File: src/rtl/decode_uop_serializer_pkg.sv
// Shared sizing, types and slot helpers for the decode micro-op serializer.
// RSD_DECODE_ONE_BRANCH_PER_CYCLE_EN (used by uop_slot_picker) limits emission to one branch per cycle.
package decode_uop_serializer_pkg;

    localparam int DECODE_WIDTH     = 2;
    localparam int MICRO_OP_MAX_NUM = 3;
    localparam int RENAME_WIDTH     = 2;

    localparam int FLAT_SLOTS = DECODE_WIDTH * MICRO_OP_MAX_NUM;
    localparam int CURSOR_W   = $clog2(FLAT_SLOTS + 1);
    localparam int INSN_W     = (DECODE_WIDTH > 1) ? $clog2(DECODE_WIDTH) : 1;

    typedef logic [15:0] OpInfo;
    typedef logic [31:0] PC_Path;

    typedef enum logic [1:0] {
        EMPTY,
        HOLD,
        SPLIT
    } SerializerState;

    typedef logic [CURSOR_W-1:0] SerializerCursor;

    function automatic logic [INSN_W-1:0] slot_insn(input SerializerCursor slot);
        return INSN_W'(int'(slot) / MICRO_OP_MAX_NUM);
    endfunction

    // A slot is the last of its instruction when no later slot of the same instruction is valid.
    function automatic logic is_last_uop(input logic [FLAT_SLOTS-1:0] mask,
                                         input SerializerCursor       slot);
        logic last;
        last = 1'b1;
        for (int j = 0; j < FLAT_SLOTS; j++) begin
            if (SerializerCursor'(j) > slot &&
                (j / MICRO_OP_MAX_NUM) == (int'(slot) / MICRO_OP_MAX_NUM) &&
                mask[j]) begin
                last = 1'b0;
            end
        end
        return last;
    endfunction

endpackage

File: src/rtl/decode_uop_serializer_if.sv
// Bundle-in / micro-op-out bus of the decode serializer; master is pre-decode plus rename control,
// slave is the serializer.
interface decode_uop_serializer_if;
    import decode_uop_serializer_pkg::*;

    logic [DECODE_WIDTH-1:0] in_valid;
    logic [FLAT_SLOTS-1:0]   in_uop_valid;
    OpInfo                   in_uop [FLAT_SLOTS];
    PC_Path                  in_pc [DECODE_WIDTH];
    logic [FLAT_SLOTS-1:0]   in_is_branch;
    logic                    stall;
    logic                    clear;

    logic [RENAME_WIDTH-1:0] out_valid;
    OpInfo                   out_uop [RENAME_WIDTH];
    PC_Path                  out_pc [RENAME_WIDTH];
    logic [RENAME_WIDTH-1:0] out_last;
    logic                    hold_upstream;
    logic                    empty;

    modport master (
        output in_valid, in_uop_valid, in_uop, in_pc, in_is_branch, stall, clear,
        input  out_valid, out_uop, out_pc, out_last, hold_upstream, empty
    );

    modport slave (
        input  in_valid, in_uop_valid, in_uop, in_pc, in_is_branch, stall, clear,
        output out_valid, out_uop, out_pc, out_last, hold_upstream, empty
    );

endinterface

File: src/rtl/decode_uop_serializer_uop_slot_picker.sv
// Picks the next RENAME_WIDTH valid flat slots at or after the cursor.
// With RSD_DECODE_ONE_BRANCH_PER_CYCLE_EN defined, selection stops before a second branch.
module uop_slot_picker
    import decode_uop_serializer_pkg::*;
(
    input  logic [FLAT_SLOTS-1:0]   valid_mask,
    input  logic [FLAT_SLOTS-1:0]   branch_mask,
    input  SerializerCursor         cursor,
    output SerializerCursor         sel_idx [RENAME_WIDTH],
    output logic [RENAME_WIDTH-1:0] lane_valid,
    output SerializerCursor         next_cursor,
    output logic                    exhausted
);

`ifdef RSD_DECODE_ONE_BRANCH_PER_CYCLE_EN
    localparam bit ONE_BRANCH_PER_CYCLE = 1'b1;
`else
    localparam bit ONE_BRANCH_PER_CYCLE = 1'b0;
`endif

    int   taken;
    logic stop;
    logic branch_taken;

    always_comb begin
        taken        = 0;
        stop         = 1'b0;
        branch_taken = 1'b0;
        next_cursor  = cursor;
        lane_valid   = '0;
        exhausted    = 1'b1;
        for (int l = 0; l < RENAME_WIDTH; l++) begin
            sel_idx[l] = '0;
        end

        for (int i = 0; i < FLAT_SLOTS; i++) begin
            if (!stop && SerializerCursor'(i) >= cursor && valid_mask[i]) begin
                if (taken == RENAME_WIDTH) begin
                    stop = 1'b1;
                end else if (ONE_BRANCH_PER_CYCLE && branch_mask[i] && branch_taken) begin
                    stop = 1'b1;
                end else begin
                    for (int l = 0; l < RENAME_WIDTH; l++) begin
                        if (l == taken) begin
                            sel_idx[l]    = SerializerCursor'(i);
                            lane_valid[l] = 1'b1;
                        end
                    end
                    taken        = taken + 1;
                    branch_taken = branch_taken | branch_mask[i];
                    next_cursor  = SerializerCursor'(i + 1);
                end
            end
        end

        // Anything valid left beyond the advanced cursor keeps the bundle alive.
        for (int i = 0; i < FLAT_SLOTS; i++) begin
            if (valid_mask[i] && SerializerCursor'(i) >= next_cursor) begin
                exhausted = 1'b0;
            end
        end
    end

endmodule

File: src/rtl/decode_uop_serializer.sv
// Latches pre-decoded bundles and streams their valid micro-ops to rename, RENAME_WIDTH per cycle.
// Optional RSD_DECODE_ONE_BRANCH_PER_CYCLE_EN is applied inside uop_slot_picker.
module decode_uop_serializer
    import decode_uop_serializer_pkg::*;
(
    input  logic                   clk,
    input  logic                   rst_n,
    decode_uop_serializer_if.slave bus
);

    SerializerState          state;
    SerializerCursor         cursor;
    logic [FLAT_SLOTS-1:0]   held_mask;
    logic [FLAT_SLOTS-1:0]   held_branch;
    OpInfo                   held_uop [FLAT_SLOTS];
    PC_Path                  held_pc [DECODE_WIDTH];

    logic [FLAT_SLOTS-1:0]   in_mask;
    SerializerCursor         sel_idx [RENAME_WIDTH];
    logic [RENAME_WIDTH-1:0] lane_valid;
    SerializerCursor         next_cursor;
    logic                    exhausted;
    logic                    busy;
    logic                    emit_ok;
    logic                    capture;

    always_comb begin
        in_mask = '0;
        for (int i = 0; i < FLAT_SLOTS; i++) begin
            in_mask[i] = bus.in_valid[slot_insn(SerializerCursor'(i))] & bus.in_uop_valid[i];
        end
    end

    uop_slot_picker picker (
        .valid_mask  (held_mask),
        .branch_mask (held_branch),
        .cursor      (cursor),
        .sel_idx     (sel_idx),
        .lane_valid  (lane_valid),
        .next_cursor (next_cursor),
        .exhausted   (exhausted)
    );

    assign busy              = (state != EMPTY);
    assign bus.hold_upstream = bus.stall | (busy & ~exhausted);
    assign capture           = ~bus.hold_upstream & ~bus.clear;
    assign emit_ok           = busy & ~bus.stall & ~bus.clear;
    assign bus.empty         = (state == EMPTY);

    always_comb begin
        bus.out_valid = lane_valid & {RENAME_WIDTH{emit_ok}};
        bus.out_last  = '0;
        for (int l = 0; l < RENAME_WIDTH; l++) begin
            bus.out_uop[l]  = held_uop[sel_idx[l]];
            bus.out_pc[l]   = held_pc[slot_insn(sel_idx[l])];
            bus.out_last[l] = is_last_uop(held_mask, sel_idx[l]);
        end
    end

    // clear beats capture and stall; a capture with no valid slot lands straight back in EMPTY.
    always_ff @(posedge clk or negedge rst_n) begin
        if (!rst_n) begin
            state       <= EMPTY;
            cursor      <= '0;
            held_mask   <= '0;
            held_branch <= '0;
        end else if (bus.clear) begin
            state     <= EMPTY;
            cursor    <= '0;
            held_mask <= '0;
        end else if (capture) begin
            state       <= (|in_mask) ? HOLD : EMPTY;
            cursor      <= '0;
            held_mask   <= in_mask;
            held_branch <= bus.in_is_branch;
        end else if (!bus.stall) begin
            state  <= SPLIT;
            cursor <= next_cursor;
        end
    end

    always_ff @(posedge clk) begin
        if (capture) begin
            held_uop <= bus.in_uop;
            held_pc  <= bus.in_pc;
        end
    end

endmodule

File: src/flat_wrapper.sv
// flat-port wrapper written by rule: the top's interface ports become plain ports
module decode_uop_serializer_flat import decode_uop_serializer_pkg::*;
  (clk, rst_n, bus_in_valid, bus_in_uop_valid, bus_in_uop, bus_in_pc, bus_in_is_branch, bus_stall, bus_clear, bus_out_valid, bus_out_uop, bus_out_pc, bus_out_last, bus_hold_upstream, bus_empty);
  decode_uop_serializer_if bus_i ();
  input  logic clk;
  input  logic rst_n;
  input wire logic [$bits(bus_i.in_valid)-1:0] bus_in_valid;
  input wire logic [$bits(bus_i.in_uop_valid)-1:0] bus_in_uop_valid;
  input wire logic [$bits(bus_i.in_uop)-1:0] bus_in_uop;
  input wire logic [$bits(bus_i.in_pc)-1:0] bus_in_pc;
  input wire logic [$bits(bus_i.in_is_branch)-1:0] bus_in_is_branch;
  input wire logic [$bits(bus_i.stall)-1:0] bus_stall;
  input wire logic [$bits(bus_i.clear)-1:0] bus_clear;
  output wire logic [$bits(bus_i.out_valid)-1:0] bus_out_valid;
  output wire logic [$bits(bus_i.out_uop)-1:0] bus_out_uop;
  output wire logic [$bits(bus_i.out_pc)-1:0] bus_out_pc;
  output wire logic [$bits(bus_i.out_last)-1:0] bus_out_last;
  output wire logic [$bits(bus_i.hold_upstream)-1:0] bus_hold_upstream;
  output wire logic [$bits(bus_i.empty)-1:0] bus_empty;
  assign bus_i.in_valid = bus_in_valid;
  assign bus_i.in_uop_valid = bus_in_uop_valid;
  assign bus_i.in_uop = {>>{bus_in_uop}};
  assign bus_i.in_pc = {>>{bus_in_pc}};
  assign bus_i.in_is_branch = bus_in_is_branch;
  assign bus_i.stall = bus_stall;
  assign bus_i.clear = bus_clear;
  assign bus_out_valid = bus_i.out_valid;
  assign bus_out_uop = {>>{bus_i.out_uop}};
  assign bus_out_pc = {>>{bus_i.out_pc}};
  assign bus_out_last = bus_i.out_last;
  assign bus_hold_upstream = bus_i.hold_upstream;
  assign bus_empty = bus_i.empty;
  decode_uop_serializer u_core (.clk(clk), .rst_n(rst_n), .bus(bus_i));
endmodule
File: config.mk
export PLATFORM = sky130hd
export DESIGN_NAME = decode_uop_serializer_flat
export DESIGN_NICKNAME = d
export VERILOG_FILES = /design/src/rtl/decode_uop_serializer_pkg.sv /design/src/rtl/decode_uop_serializer_if.sv /design/src/rtl/decode_uop_serializer_uop_slot_picker.sv /design/src/rtl/decode_uop_serializer.sv /design/src/flat_wrapper.sv
export SDC_FILE = /design/constraint.sdc
export NUM_CORES = 1
export LEC_CHECK = 0
export ABC_AREA = 1
export CAP_MARGIN = 10
export CORE_ASPECT_RATIO = 1.25
export CORE_MARGIN = 2
export CORE_UTILIZATION = 30
export CTS_CLUSTER_SIZE = 20
export DETAILED_ROUTE_END_ITERATION = 8
export PLACE_DENSITY = 0.67
export SLEW_MARGIN = 20
export SYNTH_ARGS = -nofsm -noshare
export SYNTH_HDL_FRONTEND = slang
export SYNTH_SLANG_ARGS = --single-unit
File: constraint.sdc
create_clock -name clk -period 20.8 [get_ports clk]
set_input_delay 4.16 -clock clk [delete_from_list [all_inputs] [get_ports clk]]
set_output_delay 4.16 -clock clk [all_outputs]
set_load 0.03 [all_outputs]
# After elaboration in Yosys (flattened, before gate mapping)
# Index checks and enable logic that the tools add are counted.
[op_classes]
mux = 108
bitwise = 20
order_cmp = 28
n_eq_ne = 13
reduce_logical = 55
div = 2
n_addsub = 4
[op_table]
columns = ["op", "n"]
rows = [
  ["32-bit two-way mux", 14],
  ["2-bit by 32-bit == test with 1-bit output (first input constant)", 7],
  ["32-bit zero test", 7],
  ["32-bit by 3-bit == test with 1-bit output (second input constant)", 5],
  ["32-bit by 2-bit adder with 32-bit output (second input constant)", 4],
  ["16-bit binary-select mux with 3-bit select", 2],
  ["3-bit two-way mux", 22],
  ["4-bit by 3-bit divider with 32-bit output (second input constant)", 2],
  ["16-bit two-way mux", 4],
  ["6-bit two-way mux", 10],
  ["1-bit two-way mux", 41],
  ["1-bit logical AND", 40],
  ["2-bit two-way mux", 13],
  ["1-bit by 3-bit >= comparator with 1-bit output (first input constant)", 4],
  ["2-bit by 3-bit >= comparator with 1-bit output (first input constant)", 4],
  ["3-bit >= comparator (first input constant)", 4],
  ["1-bit by 3-bit > comparator with 1-bit output (first input constant)", 4],
  ["2-bit by 3-bit > comparator with 1-bit output (first input constant)", 4],
  ["3-bit > comparator (first input constant)", 4],
  ["1-bit AND", 10],
  ["4-bit >= comparator (second input constant)", 2],
  ["4-bit two-way mux", 2],
  ["3-bit inverter with 4-bit output", 2],
  ["6-bit OR reduction", 1],
  ["9 further kinds", 18],
]
[totals]
inputBits = 178
elab_cells = 241
output_inout_bits = 102
ff_bits = 171

# Longest topological paths before layout
# Gate-level depths: netlist of run 1.
[logic_depth]
depth_word = 37
mapped_depth = 29
ltp_nobuf = 28

# Hierarchy
# Synthesis of run 1 repeated with hierarchy kept, for this count alone.
[unflattened]
cells_unflattened = 899
hier_area_um2 = 9126.3
[by_module_without_submodules]
columns = ["mod", "seq_area_each_um2", "cells_each", "instances", "area_each_um2"]
rows = [
  ["decode_uop_serializer", 5230.0, 767, 1, 8309.2],
  ["uop_slot_picker", 0.0, 132, 1, 817.0],
]

# Worst setup path after synthesis of run 1
# OpenSTA, ideal clock, no wires.
[synth_timing]
path_type = "input -> register"
startpoint = "input port bus_stall"
endpoint = "register u_core.held_pc[0] (netlist name), enable pin"
n_path_buf = 0
t_required_ps = 20117
setup_slack_ps = 9057
setup_time_ps = 683
t_arrival_ps = 11060
cell_stages = 3
path_cell_list = "inv_1 > nand2_4 > nor2_1"
[synth_via]
elab_chain_cells = 3
[synth_rtl]
columns = ["element", "line", "text"]
rows = [
  ["from (decl)", "flat_wrapper.sv:12", "input wire logic [$bits(bus_i.stall)-1:0] bus_stall;"],
  ["1-bit OR", "decode_uop_serializer.sv:45", "assign bus.hold_upstream = bus.stall | (busy & ~exhausted);"],
  ["via bus_hold_upstream", "flat_wrapper.sv:18", "output wire logic [$bits(bus_i.hold_upstream)-1:0] bus_hold_upstream;"],
  ["1-bit inverter", "decode_uop_serializer.sv:46", "assign capture = ~bus.hold_upstream & ~bus.clear;"],
  ["1-bit AND", "decode_uop_serializer.sv:46", ""],
  ["via u_core.capture", "decode_uop_serializer.sv:25", "logic capture;"],
  ["to (signal assigned)", "decode_uop_serializer.sv:85", "held_pc <= bus.in_pc;"],
  ["to (decl)", "decode_uop_serializer.sv:16", "PC_Path held_pc [DECODE_WIDTH];"],
]
# The timed path passes the listed nets, and every way through them passes these cells.
# A chain may end at the register's enable or synchronous reset.

# Final worst setup path of run 1
[layout_timing]
startpoint = "register u_core.cursor[2]"
endpoint = "output port bus_out_pc[49]"
[layout_via]
elab_chain_cells = 27
elab_cells_between_ends = 71
cone_classes = "4 x add/sub; 1 x div; 6 x order compare; 5 x eq/ne; 35 x mux; 1 x bitwise; 19 x reduce/logical"
[layout_rtl]
columns = ["element", "line", "text"]
rows = [
  ["from (decl)", "decode_uop_serializer.sv:12", "SerializerCursor cursor;"],
  ["from (signal assigned)", "decode_uop_serializer.sv:78", "cursor <= next_cursor;"],
  ["parallel branches: the longest is 21 deep, another holds 32-bit by 2-bit adder with 32-bit output", "-", ""],
  ["6-bit two-way mux *", "decode_uop_serializer_uop_slot_picker.sv:37", "if (!stop && SerializerCursor'(i) >= cursor && valid_mask[i]) begin"],
  ["4-bit by 3-bit divider with 32-bit output *", "decode_uop_serializer_pkg.sv:25", "return INSN_W'(int'(slot) / MICRO_OP_MAX_NUM);"],
  ["1-bit inverter with 2-bit output (implied by the code) *", "decode_uop_serializer.sv:55", "bus.out_pc[l] = held_pc[slot_insn(sel_idx[l])];"],
  ["32-bit two-way mux (implied by the code) * (3 in series)", "decode_uop_serializer.sv:55", ""],
  ["to (decl)", "flat_wrapper.sv:16", "output wire logic [$bits(bus_i.out_pc)-1:0] bus_out_pc;"],
]
# Every way passes the cells marked *. The select of a mux whose other input is x is not followed.

==> results of run 1 <==
layout make-up:
class	count	area, um^2
Antenna cell	1	2.50
Fill cell	2706	16200
Tap cell	355	444
Multi-Input combinational cell	534	2830
Clock buffer	17	425
Clock inverter	14	180
Inverter	100	378
Sequential cell	171	5080
Timing Repair Buffer	279	2790
report_power, final:
part	switching, W	internal [W]
Clock	0.000143	0.000191
Sequential	0.00000749	0.000397
Combinational	0.000145	0.0000947
stage by stage:
step	cells	area, um^2	power [W]
final	1471	12100	0.000979
after global routing	1470	12100	0.00102
after CTS	1470	12100	0.000991
after detailed placement	1439	11500	0.000654
after global placement	1439	11500	0.000652
after floorplan	849	8580	0.000543
layer usage:
layer	share of wire [%]	vias to the layer above	track usage, %
met5	0.095	-	0
met4	2.5	4	6.39
met3	9.2	35	6.37
met2	53	317	35.6
met1	36	3420	20.1
li1	-	3508	-
state kept, by name, summed over array words and instances, names as in the netlist:
signal            count
u_core.cursor         3
u_core.held_mask      6
u_core.state          2
u_core.held_pc       64
u_core.held_uop      96
cells in the mapped netlist (2+ instances only):
| library cell | number | area (um^2) |
|---|---|---|
| o211ai_1 | 51 | 383 |
| o21ai_0 | 49 | 245 |
| nor3_1 | 2 | 10.0 |
| buf_4 | 14 | 105 |
| edfxtp_1 | 160 | 4800 |
| o21ai_1 | 78 | 390 |
| clkinv_1 | 2 | 7.51 |
| inv_1 | 90 | 338 |
| inv_2 | 7 | 26.3 |
| nand3_1 | 31 | 155 |
| nor2_4 | 3 | 33.8 |
| a21oi_1 | 35 | 175 |
| nand2_4 | 3 | 33.8 |
| nand2_1 | 174 | 653 |
| nand4_1 | 7 | 43.8 |
| nand2_2 | 9 | 56.3 |
| nand3_2 | 4 | 40.0 |
| o32ai_1 | 19 | 166 |
| clkbuf_1 | 5 | 18.8 |
| nor2_1 | 45 | 169 |
| buf_2 | 15 | 75.1 |
| o21ai_2 | 2 | 17.5 |
| dfrtp_1 | 11 | 275 |
| buf_6 | 9 | 101 |
| ha_1 | 11 | 138 |
| a31oi_1 | 2 | 12.5 |
kinds of logic after synthesis:
family,count (synthesis),synth area share (%)
AND/OR/NAND/NOR,283,14.5
AO/OA/AOI/OAI,240,16.6
flip-flops,171,59.2
buffers and inverters,144,8.08
adder cells (fa/ha/maj),11,1.60
critical path, cell delays in order, from the launching register on:
cell             delay [ps]
dfrtp_1                 460
nor2_1                  170
nand2_1                 130
ha_1                    330
inv_1                    80
nand2_1                  60
nand2_2                 140
inv_2                    70
ha_1                    220
inv_1                   110
nand3_2                 140
inv_2                   100
nand2_1                  50
nand2_1                 130
ha_1                    250
nand2_1                  70
nand2_1                  60
or2_1                   250
nor2_4                  120
nand2_4                 180
nand2_2                 680
buf_4                   520
nand2_1                 120
nand2_2                 120
buf_4                   540
nand2_1                 100
o21ai_1                 190
clkdlybuf4s50_1         730
worst max path at each step:
| stage | from | end | cells past startpoint |
|---|---|---|---|
| finish | u_core.cursor[2]$_DFFE_PN0P_ | bus_out_pc[49] | 27 |
| global placement | bus_clear | bus_out_valid[1] | 5 |
| global route | u_core.cursor[2]$_DFFE_PN0P_ | bus_out_pc[62] | 28 |
| detailed placement | u_core.cursor[2]$_DFFE_PN0P_ | bus_out_pc[62] | 26 |
| floorplan | bus_stall | u_core.held_pc[0]$_DFFE_PP_ | 3 |
| CTS | u_core.cursor[2]$_DFFE_PN0P_ | bus_out_pc[62] | 27 |
==> results.toml, run 1 <==
[outcome]
outcome = "completed"

[sta]
whs_ps = 524
rsz0062_at_grt = "no"
maxSlewViolCount = 0
hold_violations = 0
worst_slack_ps = 10090
final.min_clock_period_ps = 10710
fmax_mhz = 93.3
setup_viol = 0
worst_pin_slew_ps = 1050
finalClockSkew_ps = 9.85
final.setup.tns_ps = 0
slew_headroom_pct = 29.7
fin_crit_sh_pct = 51.5

[cts]
cts_hold_buf = 0
clk_latency_ps = 430
path_clk_slew_ps = 70
cts_root_buf = "clkbuf_16"
htree_num_levels = 4
cts.sinks = 171
cts_setup_buffers = 0
clockBufferDepth = 2
cts_resized = 0
numCtsBuffers = 17
cts_tree = "built"

[final_layout]
fin_util_pct = 42.8
mostFrequentLayoutCell = "clkdlybuf4s50_1"
syn2layout_area_growth_pct = 41.3
mostFrequentLayoutCells = "273 x clkdlybuf4s50_1, 173 x nand2_1, 160 x edfxtp_1"
drive_gt1_share_pct = 6.46
final_nets = 1292

[drt]
drt_iter0_drc = 487
vias_per_cell = 4.95
wire_per_inst_um = 19.3
ant_nets = 0
dr.pass1.iters = 5
routed-via-count = 7284
route.detailed.drc = 0
wirelength_um = 28400

[hold_path]
holdPathEnd = "u_core.state[0]$_DFFE_PN0P_"
min_path_type = "reg2reg"
hold_start = "u_core.state[0]$_DFFE_PN0P_"
hold_depth = 2

[die]
dieHeight_um = 193
rows = 69
die_w_um = 155
io_pins = 280
core_mm2 = 0.0283
start_util_pct = 30.3
dieArea_mm2 = 0.0300

[logic_synthesis]
syn_avg_cell_area_um2 = 10.1
syn_area_mm2 = 0.00858
synth-warning-count = 0
ys.flop_type = "edfxtp_1"
mappedNetlistNets = 1038
synth-seq-cells = 171
synth_cells = 849
ys_types = 37
synth_edf_count = 160
synth_async_sr_flop_share_pct = 6.43
ys_seq_area_share_pct = 59.2

[flow_run]
maxCapViolCount = 0

[setup_path]
cp-start-kind = "register"
reg2regPathDepth = 27
reg2reg_from = "u_core.cursor[2]$_DFFE_PN0P_"
critPathMaxFanout = 64
worstSetupPathType = "reg2out"
rrSetupSlack_ps = 15890
arrival_ps = 6550
r2r-end = "u_core.held_uop[9]$_DFFE_PP_"
worstPathRequired_ps = 16640
cp-end-kind = "primary output"

[power_and_ir_drop]
power.density_mw_per_mm2 = 80.7
leakage_nw = 4.42
peakVddDrop_mv = 0.0455

[grt]
antenna_found_initial = 3
gr-usage-all-layers_pct = 19.0
globalRouteOverflowTotal = 0
grt_pass1_wl_um = 42100
grt_start_max_net_pins = 161
first_global_vias = 7291

[placed_design]
io_buffer_count = 273
gp_congestion = 0.842
hpwl_um = 21000
post-place-ws_ps = 10560
Note: power is estimated with default switching activity, not from simulation.
==> run 2, diff against run 1 <==
--- a/config.mk
+++ b/config.mk
@@ -12,7 +12,7 @@
 export CORE_UTILIZATION = 30
 export CTS_CLUSTER_SIZE = 20
 export DETAILED_ROUTE_END_ITERATION = 8
-export PLACE_DENSITY = 0.67
+export PLACE_DENSITY = 0.69
 export SLEW_MARGIN = 20
 export SYNTH_ARGS = -nofsm -noshare
 export SYNTH_HDL_FRONTEND = slang
==> constraint.sdc (replaced) <==
create_clock -name clk -period 8.8 [get_ports clk]
set_input_delay 1.76 -clock clk [delete_from_list [all_inputs] [get_ports clk]]
set_output_delay 1.76 -clock clk [all_outputs]
set_load 0.03 [all_outputs]
==> results.toml, run 2 (same netlist as run 1, synthesis figures left out) <==
[setup_path]
cpMostUsedCell = "nand2_1"
rrSetupSlack_ps = 3830
cpPeakStageDelay_ps = 720
worstPathRequired_ps = 7040
critPathMaxFanout = 28
reg2reg_from = "u_core.cursor[2]$_DFFE_PN0P_"
reg2regPathDepth = 27
crit_slowest_cell = "clkdlybuf4s50_1"
crit_family = "simple AND/OR/NAND/NOR gates"
worstSetupPathType = "reg2out"
arrival_ps = 6100
cp-end-kind = "primary output"
r2r-end = "u_core.held_uop[95]$_DFFE_PP_"
cp-start-kind = "register"
cp_num_buf_inv = 7

[final_layout]
fillers = 2689
fin_util_pct = 42.9
largest_registers = "u_core.held_uop (96), u_core.held_pc (64), u_core.held_mask (6)"
largest-register = "u_core.held_uop"
largest_register_ffs = 96
stdcell_area_mm2 = 0.0122
mostFrequentLayoutCells = "273 x clkdlybuf4s50_1, 173 x nand2_1, 160 x edfxtp_1"
drive_gt1_share_pct = 7.05
layoutNonFillerInstCount = 1478
final_nets = 1297
syn2layout_area_growth_pct = 41.7
mostFrequentLayoutCell = "clkdlybuf4s50_1"

[drt]
route.detailed.drc = 0
dr.pass1.iters = 5
vias_per_cell = 4.90
ant_nets = 0
routed-via-count = 7242
drt_iter0_drc = 519
wirelength_um = 28200
wire_per_inst_um = 19.1

[power_and_ir_drop]
p_int_w = 0.00155
p_comb_share_pct = 24.9
peakVddDrop_mv = 0.101
leakage_nw = 4.44
p_sw_share_pct = 32.2
power.density_mw_per_mm2 = 188
p_sw_w = 0.000734
power_frac_seq_pct = 41.9
pwr-share-clk_pct = 33.2

[die]
start_util_pct = 30.3
io_pins = 280
rows = 69
die_w_um = 155
core_mm2 = 0.0283
dieArea_mm2 = 0.0300
dieHeight_um = 193

[sta]
setup_viol = 0
slew_headroom_pct = 20.8
finalClockSkew_ps = 9.85
fin_crit_sh_pct = 89.4
hold_violations = 0
maxSlewViolCount = 0
final.setup.tns_ps = 0
final.min_clock_period_ps = 7860
fmax_mhz = 127
worst_pin_slew_ps = 1190
rsz0062_at_grt = "no"

[cts]
cts_setup_buffers = 0
cts_tree = "built"
clk_latency_ps = 440
path_clk_slew_ps = 70
numCtsBuffers = 17
htree_num_levels = 4
cts_hold_buf = 0
clockBufferDepth = 2
cts_resized = 0
cts_root_buf = "clkbuf_16"
cts.sinks = 171

[placed_design]
placed_cell_area_mm2 = 0.0116
dpl.cell_count = 1444
io_buffer_count = 273
gp_congestion = 0.873
hpwl_um = 20800

[grt]
grt_pass1_wl_um = 41500
grt_start_max_net_pins = 161
globalRouteOverflowTotal = 0
first_global_vias = 7275
antenna_found_initial = 2
gr-usage-all-layers_pct = 18.8

[hold_path]
hold_depth = 2
holdPathEnd = "u_core.state[0]$_DFFE_PN0P_"
hold_start = "u_core.state[0]$_DFFE_PN0P_"
min_path_type = "reg2reg"

[flow_run]
maxCapViolCount = 0

[outcome]
outcome = "completed"
run 2: cell types whose count changed in the layout (fill, tap and decap cells not counted):
cell	before	now
buf_4	5	10
inv_8	0	5
clkinv_8	0	4
bufinv_16	3	0
inv_6	7	4
clkinv_1	3	2
clkinv_4	2	1
diode_2	1	2
run 2: worst min-delay path: cells and delay by family, from the launching register on:
| family | cells | cell delay (ps) |
|---|---|---|
| flip-flops | 1 | 350 |
| AND/OR/NAND/NOR | 2 | 150 |
run 2: through the flow:
| stage | total power, W | worst slack, ps | hold WS (ps) |
|---|---|---|---|
| floorplan | 0.00128 | 1000 | 476 |
| global placement | 0.00154 | 1440 | 501 |
| CTS | 0.00231 | 915 | 529 |
| global route | 0.00238 | 422 | 547 |
| finish | 0.00228 | 936 | 526 |
| detailed placement | 0.00155 | 1400 | 511 |
run 2: power groups by stage:
stage	registers, W	logic (W)	clock network (W)
CTS	0.000956	0.000575	0.000780
detailed placement	0.000974	0.000572	0
finish	0.000957	0.000568	0.000758
global route	0.000960	0.000608	0.000811
global placement	0.000973	0.000569	0
floorplan	0.000973	0.000305	0
run 2: layout make-up:
cell class                      count  area (um^2)  area share [%]
Tap cell                          355          444            3.65
Timing Repair Buffer              284         2830            23.3
Inverter                          100          378            3.11
Clock inverter                     15          173            1.42
Multi-Input combinational cell    534         2830            23.2
Sequential cell                   171         5080            41.8
Antenna cell                        2         5.00          0.0412
Clock buffer                       17          425            3.50
run 2: worst max-delay path by stage:
stage	endpoint	cells past startpoint	slack [ps]	startpoint
floorplan	u_core.held_pc[0]$_DFFE_PP_	26	1000	u_core.cursor[2]$_DFFE_PN0P_
global placement	bus_out_pc[44]	26	1440	u_core.cursor[2]$_DFFE_PN0P_
detailed placement	bus_out_pc[44]	26	1400	u_core.cursor[2]$_DFFE_PN0P_
CTS	bus_out_pc[44]	26	920	u_core.cursor[2]$_DFFE_PN0P_
global route	bus_out_pc[38]	28	420	u_core.cursor[2]$_DFFE_PN0P_
finish	bus_out_pc[44]	26	940	u_core.cursor[2]$_DFFE_PN0P_
run 2: layer usage:
metal / global-route usage (%) / vias up / wire length [um]
met5: 0 / - / 0
met4: 8.93 / 0 / 1210
met3: 6.66 / 44 / 2920
met2: 33.5 / 367 / 14200
met1: 19.8 / 3317 / 9910
li1: - / 3514 / -
